$ cat config.mk
export PLATFORM = sky130hd
export DESIGN_NAME = esas_sqrt_arbiter
export DESIGN_NICKNAME = d
export VERILOG_FILES = /design/src/rtl/esas_sqrt_arbiter.sv
export SDC_FILE = /design/constraint.sdc
export NUM_CORES = 1
export LEC_CHECK = 0
export ABC_AREA = 1
export CORE_MARGIN = 2
export CORE_UTILIZATION = 40
export DETAILED_ROUTE_END_ITERATION = 16
export PLACE_DENSITY = 0.62
export SLEW_MARGIN = 20
export SYNTH_ARGS = -nofsm -noshare
export SYNTH_HDL_FRONTEND = slang
export SYNTH_SLANG_ARGS = --single-unit
export TNS_END_PERCENT = 20
$ cat constraint.sdc
create_clock -name clk -period 30.5 [get_ports clk]
set_clock_uncertainty 0.15 [all_clocks]
set_input_delay 6.1 -clock clk [delete_from_list [all_inputs] [get_ports clk]]
set_output_delay 6.1 -clock clk [all_outputs]
set_load 0.05 [all_outputs]
$ cat src/rtl/esas_sqrt_arbiter.sv
// esas_sqrt_arbiter
//   Shares one combinational 32-bit -> 16-bit integer square-root datapath
//   among NUM_REQ requesters. A round-robin arbiter picks one valid operand,
//   registers it, holds it for SETTLE_CYC cycles (so the datapath can be
//   timed as a multicycle path), captures the root and returns it on a
//   single tagged response channel.
//
//   Optional build macro: ESAS_ZERO_BYPASS_EN
//     defined   : a granted operand of 0 skips CALC and is answered with 0
//                 directly from IDLE.
//     undefined : 0 goes through the datapath like any other operand and
//                 comes back as 1 (the datapath's answer for 0).
//
// Ports
//   clk         single clock
//   rst         asynchronous active-high reset
//   req_valid   [NUM_REQ]     per-requester operand valid
//   req_ready   [NUM_REQ]     per-requester accept, one-hot or zero
//   req_data    [32*NUM_REQ]  operands, requester i at [32*i+31:32*i]
//   resp_valid  result valid
//   resp_ready  consumer accepts the result
//   resp_id     [ID_W]        requester index the result belongs to
//   resp_sqrt   [16]          integer square root
//   busy        high whenever the FSM is not IDLE
//
// Handshakes: a transfer happens on a rising clk edge where valid and ready
// are both 1. A producer holding valid keeps its payload stable until the
// transfer; ready never depends on the payload. Requesters may drop valid
// while not granted. resp_valid/resp_id/resp_sqrt are held until accepted.

module esas_sqrt_arbiter #(
  parameter int NUM_REQ    = 4,
  parameter int ID_W       = 2,
  parameter int SETTLE_CYC = 2
) (
  input  logic                    clk,
  input  logic                    rst,
  input  logic [NUM_REQ-1:0]      req_valid,
  output logic [NUM_REQ-1:0]      req_ready,
  input  logic [32*NUM_REQ-1:0]   req_data,
  output logic                    resp_valid,
  input  logic                    resp_ready,
  output logic [ID_W-1:0]         resp_id,
  output logic [15:0]             resp_sqrt,
  output logic                    busy
);

  localparam int CNT_W = (SETTLE_CYC > 1) ? $clog2(SETTLE_CYC) : 1;

  typedef enum logic [1:0] {
    IDLE = 2'd0,
    CALC = 2'd1,
    RESP = 2'd2
  } state_t;

  state_t            state;
  logic [ID_W-1:0]   rr_ptr;
  logic [ID_W-1:0]   id_q;
  logic [31:0]       op_q;
  logic [CNT_W-1:0]  cnt;

  logic              grant_found;
  logic [ID_W-1:0]   grant_idx;
  logic [ID_W-1:0]   scan_idx;
  logic [31:0]       grant_data;
  logic [15:0]       dp_root;

  // Restoring digit-by-digit square root, fully unrolled. The datapath
  // reports 1 for an input of 0 (its root register never reads as zero);
  // every non-zero input yields floor(sqrt(x)).
  function automatic logic [15:0] isqrt32(input logic [31:0] x);
    logic [33:0] rem;
    logic [33:0] trial;
    logic [15:0] q;
    rem = '0;
    q   = '0;
    for (int i = 15; i >= 0; i--) begin
      rem   = {rem[31:0], x[2*i+1 -: 2]};
      trial = {16'b0, q, 2'b01};
      if (rem >= trial) begin
        rem = rem - trial;
        q   = {q[14:0], 1'b1};
      end else begin
        q   = {q[14:0], 1'b0};
      end
    end
    if (q == 16'd0) begin
      q = 16'd1;
    end
    return q;
  endfunction

  assign dp_root = isqrt32(op_q);
  assign busy    = (state != IDLE);

  // Round-robin scan starting just after the last winner, so the most
  // recent winner is always considered last.
  always_comb begin
    grant_found = 1'b0;
    grant_idx   = '0;
    scan_idx    = '0;
    for (int k = 1; k <= NUM_REQ; k++) begin
      scan_idx = ID_W'((int'(rr_ptr) + k) % NUM_REQ);
      if (!grant_found && req_valid[scan_idx]) begin
        grant_found = 1'b1;
        grant_idx   = scan_idx;
      end
    end
    grant_data = req_data[{grant_idx, 5'b0} +: 32];
  end

  always_comb begin
    req_ready = '0;
    if (!rst && (state == IDLE) && grant_found) begin
      req_ready[grant_idx] = 1'b1;
    end
  end

  always_ff @(posedge clk or posedge rst) begin
    if (rst) begin
      state      <= IDLE;
      rr_ptr     <= ID_W'(NUM_REQ - 1);
      id_q       <= '0;
      op_q       <= '0;
      cnt        <= '0;
      resp_valid <= 1'b0;
      resp_id    <= '0;
      resp_sqrt  <= '0;
    end else begin
      case (state)
        IDLE: begin
          if (grant_found) begin
            op_q   <= grant_data;
            id_q   <= grant_idx;
            rr_ptr <= grant_idx;
            cnt    <= CNT_W'(SETTLE_CYC - 1);
`ifdef ESAS_ZERO_BYPASS_EN
            if (grant_data == 32'd0) begin
              resp_sqrt  <= 16'd0;
              resp_id    <= grant_idx;
              resp_valid <= 1'b1;
              state      <= RESP;
            end else begin
              state      <= CALC;
            end
`else
            state  <= CALC;
`endif
          end
        end
        CALC: begin
          if (cnt == '0) begin
            resp_sqrt  <= dp_root;
            resp_id    <= id_q;
            resp_valid <= 1'b1;
            state      <= RESP;
          end else begin
            cnt <= cnt - 1'b1;
          end
        end
        RESP: begin
          if (resp_ready) begin
            resp_valid <= 1'b0;
            state      <= IDLE;
          end
        end
        default: begin
          state <= IDLE;
        end
      endcase
    end
  end

endmodule

==> results.ini <==
[clock_tree]
clock-sinks=58
cts_inserted_buffers=9
cts_tree=built
cts_max_path_buffers=2
holdBufCountCts=0
cts_root_buffer=clkbuf_16
cts_htree_levels=3
insertion_delay_ps=370
clk_pin_slew_worst_paths_ps=80

[setup_path]
required_ps=30630
worstPathArrival_ps=28190
path_class=register to register
worstPathMaxFanout=40
r2r-end=resp_sqrt[0]$_DFFE_PP0P_
cp-start-kind=register
timing.rr.start=op_q[28]$_DFFE_PP0P_
cpMostUsedCell=nand2_1
cp-end-kind=register
worstRegToRegCells=159
max_stage_delay_ps=460
ff2ff_setup_slack_ps=2440
critPathSlowestCell=o21ai_0

[timing]
setup_viol=0
drv_slew=0
setup-tns-final_ps=0
max_slew_margin_pct=36.5
hold_ws_ps=346
worstMarginPinSlew_ps=953
fin_crit_sh_pct=92.0
hold_violations=0
fmax_mhz=35.6
min_period_ps=28060

[global_routing]
grt-ovfl-total=0
grt_pass1_vias=26326
grt_max_degree=72
antenna_found_initial=0
grt_first_pass_wirelength_um=145000
track_usage_pct=29.8

[logic_synthesis]
ys_ff_latch=58
synthFlopType=dfrtp_1
synth_edf_count=0
netlist_instances=4443
ys_types=68
syn-cell-area_mm2=0.0239
yosys_warnings=0
yosysSeqAreaShare_pct=6.09
async_reset_ff_share_pct=100
synth_area_per_cell_um2=5.38

[detailed_routing]
post_drt_wl_per_cell_um=17.7
first_pass_iters=6
vias_per_cell=5.40
postRouteAntennaNets=0
drt_wl_total_um=95000
drc_errors=0
drtIter0Drc=2636
num_vias=28915

[floorplan]
rows=89
dieArea_mm2=0.0617
fp.dieW_um=248
io_pins=159
die_h_um=248
start_util_pct=40.5
core_mm2=0.0590

[hold_path]
min_from=resp_sqrt[10]$_DFFE_PP0P_
worstHoldPathType=register to register
min_to=resp_sqrt[10]$_DFFE_PP0P_
hold_path_depth=2

[cells_and_area]
n_antenna_cell=0
layout-drive-gt1-share_pct=11.1
final_nets=4866
syn_to_final_growth_pct=11.1
fillerInstances=6642
stdcell_count=5359
final_common_cell=nand2_1
mostFrequentLayoutCells=1,431 x nand2_1, 579 x inv_1, 523 x nor2_1

[place]
place_inst=5327
numPortBuffers=158
place_hpwl_um=79300
gp_congestion=0.975

[job]
maxCapViolCount=0

[outcome]
outcome=complete, no violations

==> flip-flops by register name, indices dropped and copies added (netlist names) <==
name	flops
resp_valid	1
op_q	32
resp_sqrt	16
id_q	2
rr_ptr	2
resp_id	2
cnt	1
state	2
==> cells by family after synthesis <==
family | share of synthesized area (%)
multiplexers | 0.210
AND/OR/NAND/NOR | 58.1
adder cells (fa/ha/maj) | 7.86
other | 0.0157
AO/OA/AOI/OAI | 11.2
flip-flops | 6.09
buffers and inverters | 12.5
XOR/XNOR | 3.96
==> synthesized netlist by cell type (17+ instances only) <==
master       n  area (um^2)
inv_1      582         2180
ha_1       150         1880
nand4_1    121          757
a22oi_1     22          165
nand3b_1    54          405
clkbuf_1    27          101
buf_6       24          270
nor2_1     530         1990
nand2_1   1431         5370
nor2_2      78          488
a21oi_1    150          751
dfrtp_1     56         1400
nand3_1    352         1760
nor2_4      22          248
nand2_2    151          945
nand3_2     72          721
nor3_1      43          215
xnor2_1     51          447
o21ai_0    233         1170
a31oi_1     17          106
inv_2       24         90.1
xor2_1      57          499
nand2_4     36          405
o21ai_1     21          105
==> critical path: cells and delay by family, from the launching register on <==
| family | cells | cell delay, ps |
|---|---|---|
| AOI/OAI and AO/OA | 23 | 4680 |
| DFF | 1 | 450 |
| buffers and inverters | 31 | 3980 |
| muxes | 2 | 530 |
| and+or+nand+nor | 88 | 12730 |
| adders and majority gates | 15 | 5350 |
==> final cells by class <==
type                            instances  area [um^2]  share of cell area (%)
Inverter                              613         2310                    8.71
Clock inverter                          7          101                   0.382
Multi-Input combinational cell       3700        19600                    73.7
Timing Repair inverter                  1         7.51                  0.0283
Timing Repair Buffer                  198         1900                    7.17
Tap cell                              773          967                    3.65
Clock buffer                            9          225                   0.849
Sequential cell                        58         1450                    5.48
==> through the flow <==
| step | setup slack (ps) | util, % | instance area, um^2 |
|---|---|---|---|
| after global placement | 871 | 44.0 | 26000 |
| after CTS | 595 | 44.6 | 26300 |
| after detailed placement | 714 | 44.0 | 26000 |
| after global routing | -60.1 | 44.9 | 26500 |
| final | 2440 | 44.9 | 26500 |
| after floorplan | 3200 | - | 23900 |
==> worst max path at each step <==
| stage | slack [ps] | cells past startpoint | start | end |
|---|---|---|---|---|
| floorplan | 3200 | 186 | op_q[28]$_DFFE_PP0P_ | resp_sqrt[0]$_DFFE_PP0P_ |
| global route | -60 | 164 | op_q[28]$_DFFE_PP0P_ | resp_sqrt[0]$_DFFE_PP0P_ |
| finish | 2440 | 159 | op_q[28]$_DFFE_PP0P_ | resp_sqrt[0]$_DFFE_PP0P_ |
| detailed placement | 710 | 155 | op_q[28]$_DFFE_PP0P_ | resp_sqrt[0]$_DFFE_PP0P_ |
| global placement | 870 | 154 | op_q[28]$_DFFE_PP0P_ | resp_sqrt[0]$_DFFE_PP0P_ |
| CTS | 590 | 159 | op_q[28]$_DFFE_PP0P_ | resp_sqrt[0]$_DFFE_PP0P_ |
==> per-layer routing <==
metal | vias to the layer above | wire length (um) | track usage (%)
met5 | - | 0 | 0
met4 | 0 | 2870 | 9.21
met3 | 148 | 6350 | 3.40
met2 | 1126 | 41100 | 47.1
met1 | 13087 | 44600 | 42.1
li1 | 14554 | - | -
==> repair_timing <==
action	CTS	global route
endpoints found under the setup margin	0	2
gates resized for setup	0	22
buffers inserted	0	12
Power is left out: the tool's default activity adds up to more than one toggle a clock period on the data nets, which glitch-free logic cannot reach.
